### src/rtl/eth_pkg.sv
// Shared definitions for the Ethernet TX framer.
// Contents: FSM state encoding, GMII preamble/SFD byte values and CRC-32
// constants (reflected polynomial, initial value, receiver residue).
// ETH_TX_MINPAD_EN adds the PAD state to the state encoding.
package eth_pkg;

    typedef enum logic [2:0] {
        ST_IDLE,
        ST_PRE,
        ST_SFD,
        ST_DATA,
`ifdef ETH_TX_MINPAD_EN
        ST_PAD,
`endif
        ST_FCS,
        ST_IFG
    } eth_state_t;

    localparam logic [7:0]  ETH_PREAMBLE  = 8'h55;
    localparam logic [7:0]  ETH_SFD       = 8'hD5;
    localparam logic [31:0] CRC_POLY_REFL = 32'hEDB88320;
    localparam logic [31:0] CRC_INIT      = 32'hFFFFFFFF;
    localparam logic [31:0] CRC_RESIDUE   = 32'hC704DD7B;

endpackage

### src/rtl/eth_crc32.sv
// Byte-wide combinational CRC-32 step (reflected polynomial, data LSB first).
// Ports:
//   crc_in  [31:0]  running CRC before this byte
//   data    [7:0]   byte to fold in
//   crc_out [31:0]  running CRC after this byte
module eth_crc32
    import eth_pkg::*;
(
    input  logic [31:0] crc_in,
    input  logic [7:0]  data,
    output logic [31:0] crc_out
);

    always_comb begin
        crc_out = crc_in ^ {24'h0, data};
        for (int i = 0; i < 8; i++) begin
            crc_out = crc_out[0] ? ((crc_out >> 1) ^ CRC_POLY_REFL) : (crc_out >> 1);
        end
    end

endmodule

### src/rtl/eth_tx_framer.sv
// Ethernet TX framer: takes DA|SA|LEN|payload bytes over valid/ready/sop/eop
// and drives GMII TX with preamble, SFD, optional zero padding, FCS and IFG.
// Optional feature macro: ETH_TX_MINPAD_EN (pad short frames to MIN_FRAME).
// Ports:
//   i_clk125      byte clock
//   i_rst_n       async active-low reset
//   i_dval/i_data/i_sop/i_eop  upstream byte stream
//   o_rdy         byte accepted when i_dval & o_rdy
//   o_txd/o_tx_en/o_tx_er      GMII transmit
//   o_frame_done  pulse with the last FCS byte on o_txd
//   o_underrun    pulse on mid-frame starvation (same cycle as o_tx_er)
//
// state | meaning
// IDLE  | wire idle; non-sop bytes are swallowed, sop starts a frame
// PRE   | 0x55 on the wire, PREAMBLE_BYTES cycles
// SFD   | 0xD5 on the wire; sop byte is accepted here
// DATA  | previously accepted byte on the wire; next byte accepted
// PAD   | zero bytes until MIN_FRAME reached (ETH_TX_MINPAD_EN only)
// FCS   | complemented CRC bytes, LSB byte first
// IFG   | tx_en low for IFG_BYTES cycles
//
// The state names what is on the wire this cycle, so output registers are
// loaded from the next-state logic. Data goes one cycle behind acceptance,
// which is why PAD/FCS begin while the last data byte is still on the wire.
module eth_tx_framer
    import eth_pkg::*;
#(
    parameter int PREAMBLE_BYTES = 7,
    parameter int IFG_BYTES      = 12
`ifdef ETH_TX_MINPAD_EN
  , parameter int MIN_FRAME      = 60
`endif
) (
    input  logic       i_clk125,
    input  logic       i_rst_n,
    input  logic       i_dval,
    input  logic [7:0] i_data,
    input  logic       i_sop,
    input  logic       i_eop,
    output logic       o_rdy,
    output logic [7:0] o_txd,
    output logic       o_tx_en,
    output logic       o_tx_er,
    output logic       o_frame_done,
    output logic       o_underrun
);

    localparam int TMR_SPAN = (PREAMBLE_BYTES > IFG_BYTES) ? PREAMBLE_BYTES : IFG_BYTES;
    localparam int TMR_W    = (TMR_SPAN > 4) ? $clog2(TMR_SPAN) : 2;
    localparam logic [TMR_W-1:0] PRE_LOAD = TMR_W'(PREAMBLE_BYTES - 1);
    localparam logic [TMR_W-1:0] IFG_LOAD = TMR_W'(IFG_BYTES - 1);
    localparam logic [TMR_W-1:0] FCS_LOAD = TMR_W'(3);

    eth_state_t       state_q, state_nx;
    logic [TMR_W-1:0] tmr_q, tmr_nx;
    logic [31:0]      crc_q, crc_nx, crc_calc;
    logic [7:0]       crc_byte;
    logic [7:0]       txd_nx;
    logic             tx_en_nx, tx_er_nx, done_nx, urun_nx, rdy_nx;
    logic             rdy_q, alive_q;

`ifdef ETH_TX_MINPAD_EN
    localparam logic [10:0] MIN_CNT = 11'(MIN_FRAME);
    logic [10:0] cnt_q, cnt_nx, cnt_inc;
    // Saturating byte count; frames beyond 2047 bytes are not checked.
    assign cnt_inc = (cnt_q == 11'h7FF) ? cnt_q : cnt_q + 11'd1;
`endif

    eth_crc32 u_crc (
        .crc_in  (crc_q),
        .data    (crc_byte),
        .crc_out (crc_calc)
    );

    // alive_q keeps ready low while reset is held, since the IDLE term
    // depends directly on the upstream inputs.
    assign o_rdy = rdy_q | (alive_q & (state_q == ST_IDLE) & i_dval & ~i_sop);

    always_comb begin
        state_nx = state_q;
        tmr_nx   = tmr_q;
        crc_nx   = crc_q;
        crc_byte = i_data;
        txd_nx   = 8'h00;
        tx_en_nx = 1'b0;
        tx_er_nx = 1'b0;
        done_nx  = 1'b0;
        urun_nx  = 1'b0;
        rdy_nx   = 1'b0;
`ifdef ETH_TX_MINPAD_EN
        cnt_nx   = cnt_q;
`endif
        case (state_q)
            ST_IDLE: begin
                crc_nx = CRC_INIT;
`ifdef ETH_TX_MINPAD_EN
                cnt_nx = '0;
`endif
                if (i_dval && i_sop) begin
                    state_nx = ST_PRE;
                    tmr_nx   = PRE_LOAD;
                    txd_nx   = ETH_PREAMBLE;
                    tx_en_nx = 1'b1;
                end
            end
            ST_PRE: begin
                txd_nx   = ETH_PREAMBLE;
                tx_en_nx = 1'b1;
                if (tmr_q == '0) begin
                    state_nx = ST_SFD;
                    txd_nx   = ETH_SFD;
                    rdy_nx   = 1'b1;
                end else begin
                    tmr_nx = tmr_q - 1'b1;
                end
            end
            ST_SFD, ST_DATA: begin
                tx_en_nx = 1'b1;
                if (i_dval) begin
                    txd_nx = i_data;
                    crc_nx = crc_calc;
`ifdef ETH_TX_MINPAD_EN
                    cnt_nx = cnt_inc;
`endif
                    if (i_eop) begin
                        tmr_nx = FCS_LOAD;
`ifdef ETH_TX_MINPAD_EN
                        state_nx = (cnt_inc < MIN_CNT) ? ST_PAD : ST_FCS;
`else
                        state_nx = ST_FCS;
`endif
                    end else begin
                        state_nx = ST_DATA;
                        rdy_nx   = 1'b1;
                    end
                end else begin
                    // Starved mid-frame: one error byte, then straight to IFG.
                    tx_er_nx = 1'b1;
                    urun_nx  = 1'b1;
                    state_nx = ST_IFG;
                    tmr_nx   = IFG_LOAD;
                end
            end
`ifdef ETH_TX_MINPAD_EN
            ST_PAD: begin
                crc_byte = 8'h00;
                crc_nx   = crc_calc;
                tx_en_nx = 1'b1;
                cnt_nx   = cnt_inc;
                if (cnt_inc >= MIN_CNT) begin
                    state_nx = ST_FCS;
                    tmr_nx   = FCS_LOAD;
                end
            end
`endif
            ST_FCS: begin
                tx_en_nx = 1'b1;
                case (tmr_q[1:0])
                    2'd3:    txd_nx = ~crc_q[7:0];
                    2'd2:    txd_nx = ~crc_q[15:8];
                    2'd1:    txd_nx = ~crc_q[23:16];
                    default: txd_nx = ~crc_q[31:24];
                endcase
                if (tmr_q == '0) begin
                    done_nx  = 1'b1;
                    state_nx = ST_IFG;
                    tmr_nx   = IFG_LOAD;
                end else begin
                    tmr_nx = tmr_q - 1'b1;
                end
            end
            ST_IFG: begin
                if (tmr_q == '0) state_nx = ST_IDLE;
                else             tmr_nx   = tmr_q - 1'b1;
            end
            default: state_nx = ST_IDLE;
        endcase
    end

    always_ff @(posedge i_clk125 or negedge i_rst_n) begin
        if (!i_rst_n) begin
            state_q      <= ST_IDLE;
            tmr_q        <= '0;
            crc_q        <= '0;
            rdy_q        <= 1'b0;
            alive_q      <= 1'b0;
            o_txd        <= 8'h00;
            o_tx_en      <= 1'b0;
            o_tx_er      <= 1'b0;
            o_frame_done <= 1'b0;
            o_underrun   <= 1'b0;
`ifdef ETH_TX_MINPAD_EN
            cnt_q        <= '0;
`endif
        end else begin
            state_q      <= state_nx;
            tmr_q        <= tmr_nx;
            crc_q        <= crc_nx;
            rdy_q        <= rdy_nx;
            alive_q      <= 1'b1;
            o_txd        <= txd_nx;
            o_tx_en      <= tx_en_nx;
            o_tx_er      <= tx_er_nx;
            o_frame_done <= done_nx;
            o_underrun   <= urun_nx;
`ifdef ETH_TX_MINPAD_EN
            cnt_q        <= cnt_nx;
`endif
        end
    end

endmodule
### config.mk
export PLATFORM = sky130hd
export DESIGN_NAME = eth_tx_framer
export DESIGN_NICKNAME = d
export VERILOG_FILES = /design/src/rtl/eth_pkg.sv /design/src/rtl/eth_crc32.sv /design/src/rtl/eth_tx_framer.sv
export SDC_FILE = /design/constraint.sdc
export NUM_CORES = 1
export LEC_CHECK = 0
export BUFFER_PORTS_ARGS = -buffer_cell sky130_fd_sc_hd__buf_2
export CORE_MARGIN = 2
export CORE_UTILIZATION = 35
export DETAILED_ROUTE_END_ITERATION = 6
export SLEW_MARGIN = 20
export SYNTH_ARGS = -nofsm -noshare
export SYNTH_HDL_FRONTEND = slang
export SYNTH_SLANG_ARGS = --single-unit
### constraint.sdc
create_clock -name i_clk125 -period 3.2 [get_ports i_clk125]
set_clock_uncertainty 0.1 [all_clocks]
set_input_delay 0.48 -clock i_clk125 [delete_from_list [all_inputs] [get_ports i_clk125]]
set_output_delay 0.48 -clock i_clk125 [all_outputs]
set_load 0.01 [all_outputs]
==> summary.txt <==
Timing
  • Min Clock Period, post-route: 2.57 ns
  • Hold Fails Final Rpt: 0
  • Setup TNS: 0 ns
  • Max Clk Rate: 389 MHz
  • Final Setup Violations: 0
  • Pins Over Slew Limit: 0
  • Period Utilization, post-route: 80.3%
  • RSZ-0062 raised after global routing: no
  • Actual slew at the worst max-slew pin: 0.864 ns
  • Relative slew slack: 41.8%
  • PnR worst setup slack: 0.630 ns

Clock tree
  • CTS Buf Count: 5
  • CTS tree: built
  • H-tree depth: 2
  • Post-CTS setup buffers: 0
  • Clock Tree Buf Depth: 2
  • Clock sinks: 52
  • Clk_lat worst skew: 0.30 ns
  • Worst-path clk slew: 0.09 ns
  • Post-CTS sizing: 0
  • CTS Root Buffer Type: clkbuf_8
  • # hold bufs at CTS: 0

Run status
  • Outcome: finished clean

Final layout
  • Layout overhead on the synthesized area: 12.2%
  • Finished Cell Area: 3480 um2
  • # fillers: 890
  • Fraction of layout cells with a size suffix above 1: 15.1%
  • # nets final: 368
  • Antenna Diode Count: 0

Floorplanning
  • Full die area: 9630 um2
  • FP Rows: 34
  • Die height: 98.2 um
  • I/O pin cnt: 26
  • Initial Util: 35.8%
  • Core area: 8680 um2
  • Die W: 98.2 um

Yosys
  • Post-Syn Area: 3100 um2
  • Number of synthesized flops with an enable pin: 0
  • Syn Inst Count: 320
  • Main synth FF type: dfrtp_1
  • Synthesized Nets: 338
  • Share of the synthesized area in the top cell type: 41.9%
  • Sequential-to-total area share from yosys stat: 41.9%
  • Leading area contributor after synthesis: dfrtp_1
  • Synth Area per Inst: 9.70 um2
  • Distinct cells, synth: 45
  • #FFs+latches synth: 52
  • Synth area leaders: dfrtp_1 (42%), xnor2_1 (11%), xor2_1 (5.4%), a21oi_1 (5.3%), nor2_1 (5.2%)
  • Yosys warning count: 0
  • Async S/R FF share, synth: 100%

Place
  • Post-DP HPWL: 5180 um
  • Area after DPL: 3390 um2
  • GP Congestion: 0.886
  • Place WS: 0.591 ns
  • Quantity of I/O buffers inserted on ports: 25

Global route
  • Vias in the first global route: 2320
  • Pin count of the biggest net entering global routing: 35
  • Met3 Track Usage GR: 2.93%
  • Gr ovfl total: 0
  • First-pass GRT wire length: 12300 um
  • Initial antenna violation count: 0
  • Gr busiest metal: met2
  • GR Util met1: 23.1%
  • Total GRT Usage: 16.1%
  • Met2 Resource Use GR: 24.2%

Routing
  • Length of the first detailed-routing pass in iterations: 4
  • DR WL/cell: 16.1 um
  • Remaining routing DRC violations: 0
  • Via density: 5.21
  • Final wirelength: 7380 um
  • Detailed router's first-iteration violation count: 116
  • Final ANT Viol Nets: 0
  • Vias: 2385

Critical path
  • Crit Path Category: reg2reg
  • Arrival time worst endpoint: 2.71 ns
  • Worst r2r path cells: 6
  • Worst Path Required: 3.34 ns
  • Max incr delay on CP: 0.50 ns
  • Cell Chain, Critical Path: xnor2_4, xnor3_2, xor2_1, nand2b_1, a221oi_1, a211o_1
  • Setup crit end kind: flip-flop
  • CP Launch Type: flip-flop
  • Worst Path Max Fanout: 6
  • Worst-path cell with the longest stage delay: xnor3_2

Power
  • Max VDD drop: 372 uV
  • Static leakage: 1.36 nW
  • PwrDens: 1010 nW/um2

Run
  • Maxcap violations: 0

Worst hold path
  • Hold Path Class: in2async
## placed cells by master (no fill, tap or decap), types with 2 or more instances in the layout
cell / netlist / layout
nand2b_1: 4 / 4
dfrtp_1: 52 / 52
nor2b_1: 8 / 8
nand2_1: 21 / 21
ha_1: 5 / 5
nor3_1: 4 / 4
o21ai_0: 10 / 10
xnor2_2: 3 / 3
o32ai_1: 2 / 2
buf_4: 1 / 10
a211oi_1: 3 / 3
o31ai_1: 6 / 6
a211o_1: 4 / 4
xnor2_1: 40 / 40
clkbuf_8: 1 / 7
o22ai_1: 8 / 8
nor2_1: 43 / 42
buf_2: 0 / 25
nand3_1: 3 / 3
o22a_1: 4 / 4
a21oi_1: 33 / 32
inv_1: 8 / 8
a22oi_1: 4 / 4
xnor2_4: 2 / 2
xor2_1: 19 / 19
a31oi_1: 3 / 3
## per-layer routing
metal | vias to the layer above | routed length, um
li1 | 1150 | -
met1 | 1180 | 3450
met2 | 44 | 3500
met3 | 11 | 283
met4 | 0 | 150
met5 | - | 0
## flip-flops by register name, summed over array words and instances (netlist names)
signal        count
tmr_q             4
rdy_q             1
crc_q            32
o_frame_done      1
o_txd             8
alive_q           1
o_tx_en           1
o_underrun        1
state_q           3
## stage by stage
stage	utilization (%)	std cells	total power [mW]	hold slack, ns
global placement	39.0	451	3.10	0.375
detailed placement	39.0	451	3.11	0.380
global route	40.1	458	3.79	0.0516
CTS	40.1	458	3.54	0.0457
floorplan	-	320	2.59	0.0844
finish	40.1	458	3.52	0.0290
## cells in the mapped netlist (2+ instances only)
cell / n
dfrtp_1: 52
nor2_1: 43
xnor2_1: 40
a21oi_1: 33
nand2_1: 21
xor2_1: 19
clkbuf_1: 10
o21ai_0: 10
inv_1: 8
nor2b_1: 8
o22ai_1: 8
o31ai_1: 6
ha_1: 5
a211o_1: 4
a22oi_1: 4
nand2b_1: 4
nor3_1: 4
o22a_1: 4
a211oi_1: 3
a31oi_1: 3
nand3_1: 3
xnor2_2: 3
o32ai_1: 2
xnor2_4: 2
## path summary, 6_finish.rpt
| path | start | end | slack, ns |
|---|---|---|---|
| max in group asynchronous | i_rst_n | o_frame_done | 2.18 |
| min | i_rst_n | crc_q[11] | 0.03 |
| min reg2reg | crc_q[4] | crc_q[4] | 0.47 |
| max | crc_q[0] | crc_q[19] | 0.63 |
| min in group i_clk125 | i_data[3] | o_txd[3] | 0.31 |
| max reg2reg | crc_q[0] | crc_q[19] | 0.63 |
## area by class of cell
class	count	area (um2)	share of cell area, %
inverter	8	30.0	0.862
sequential	52	1300	37.4
timing repair buffer	35	200	5.75
multi-input combinational	248	1720	49.4
tap	108	135	3.88
clock buffer	7	96.3	2.77
## critical path, delay by kind of cell (launching register included)
| kind | cells | cell delay (ns) |
|---|---|---|
| XOR/XNOR | 3 | 1.26 |
| flip-flops | 1 | 0.46 |
| AO/OA/AOI/OAI | 2 | 0.56 |
| AND/OR/NAND/NOR | 1 | 0.14 |
## power breakdown
group	switching [mW]	total, mW	leakage (nW)	internal, mW
sequential	0.202	1.04	0.533	0.841
clock	0.209	0.403	0.0503	0.193
combinational	1.11	2.08	0.781	0.961
## cell families (layout without fill, tap and decap cells)
kind of cell | after synthesis | after routing | synth area share (%)
flops | 52 | 52 | 41.9
simple gates | 89 | 89 | 12.7
fa+ha+maj | 5 | 5 | 2.02
compound gates | 85 | 85 | 17.3
xor+xnor | 68 | 68 | 23.1
buf+inv | 20 | 50 | 2.86
other cells | 1 | 1 | 0.121
No activity file was read; power rests on OpenSTA's default activity.
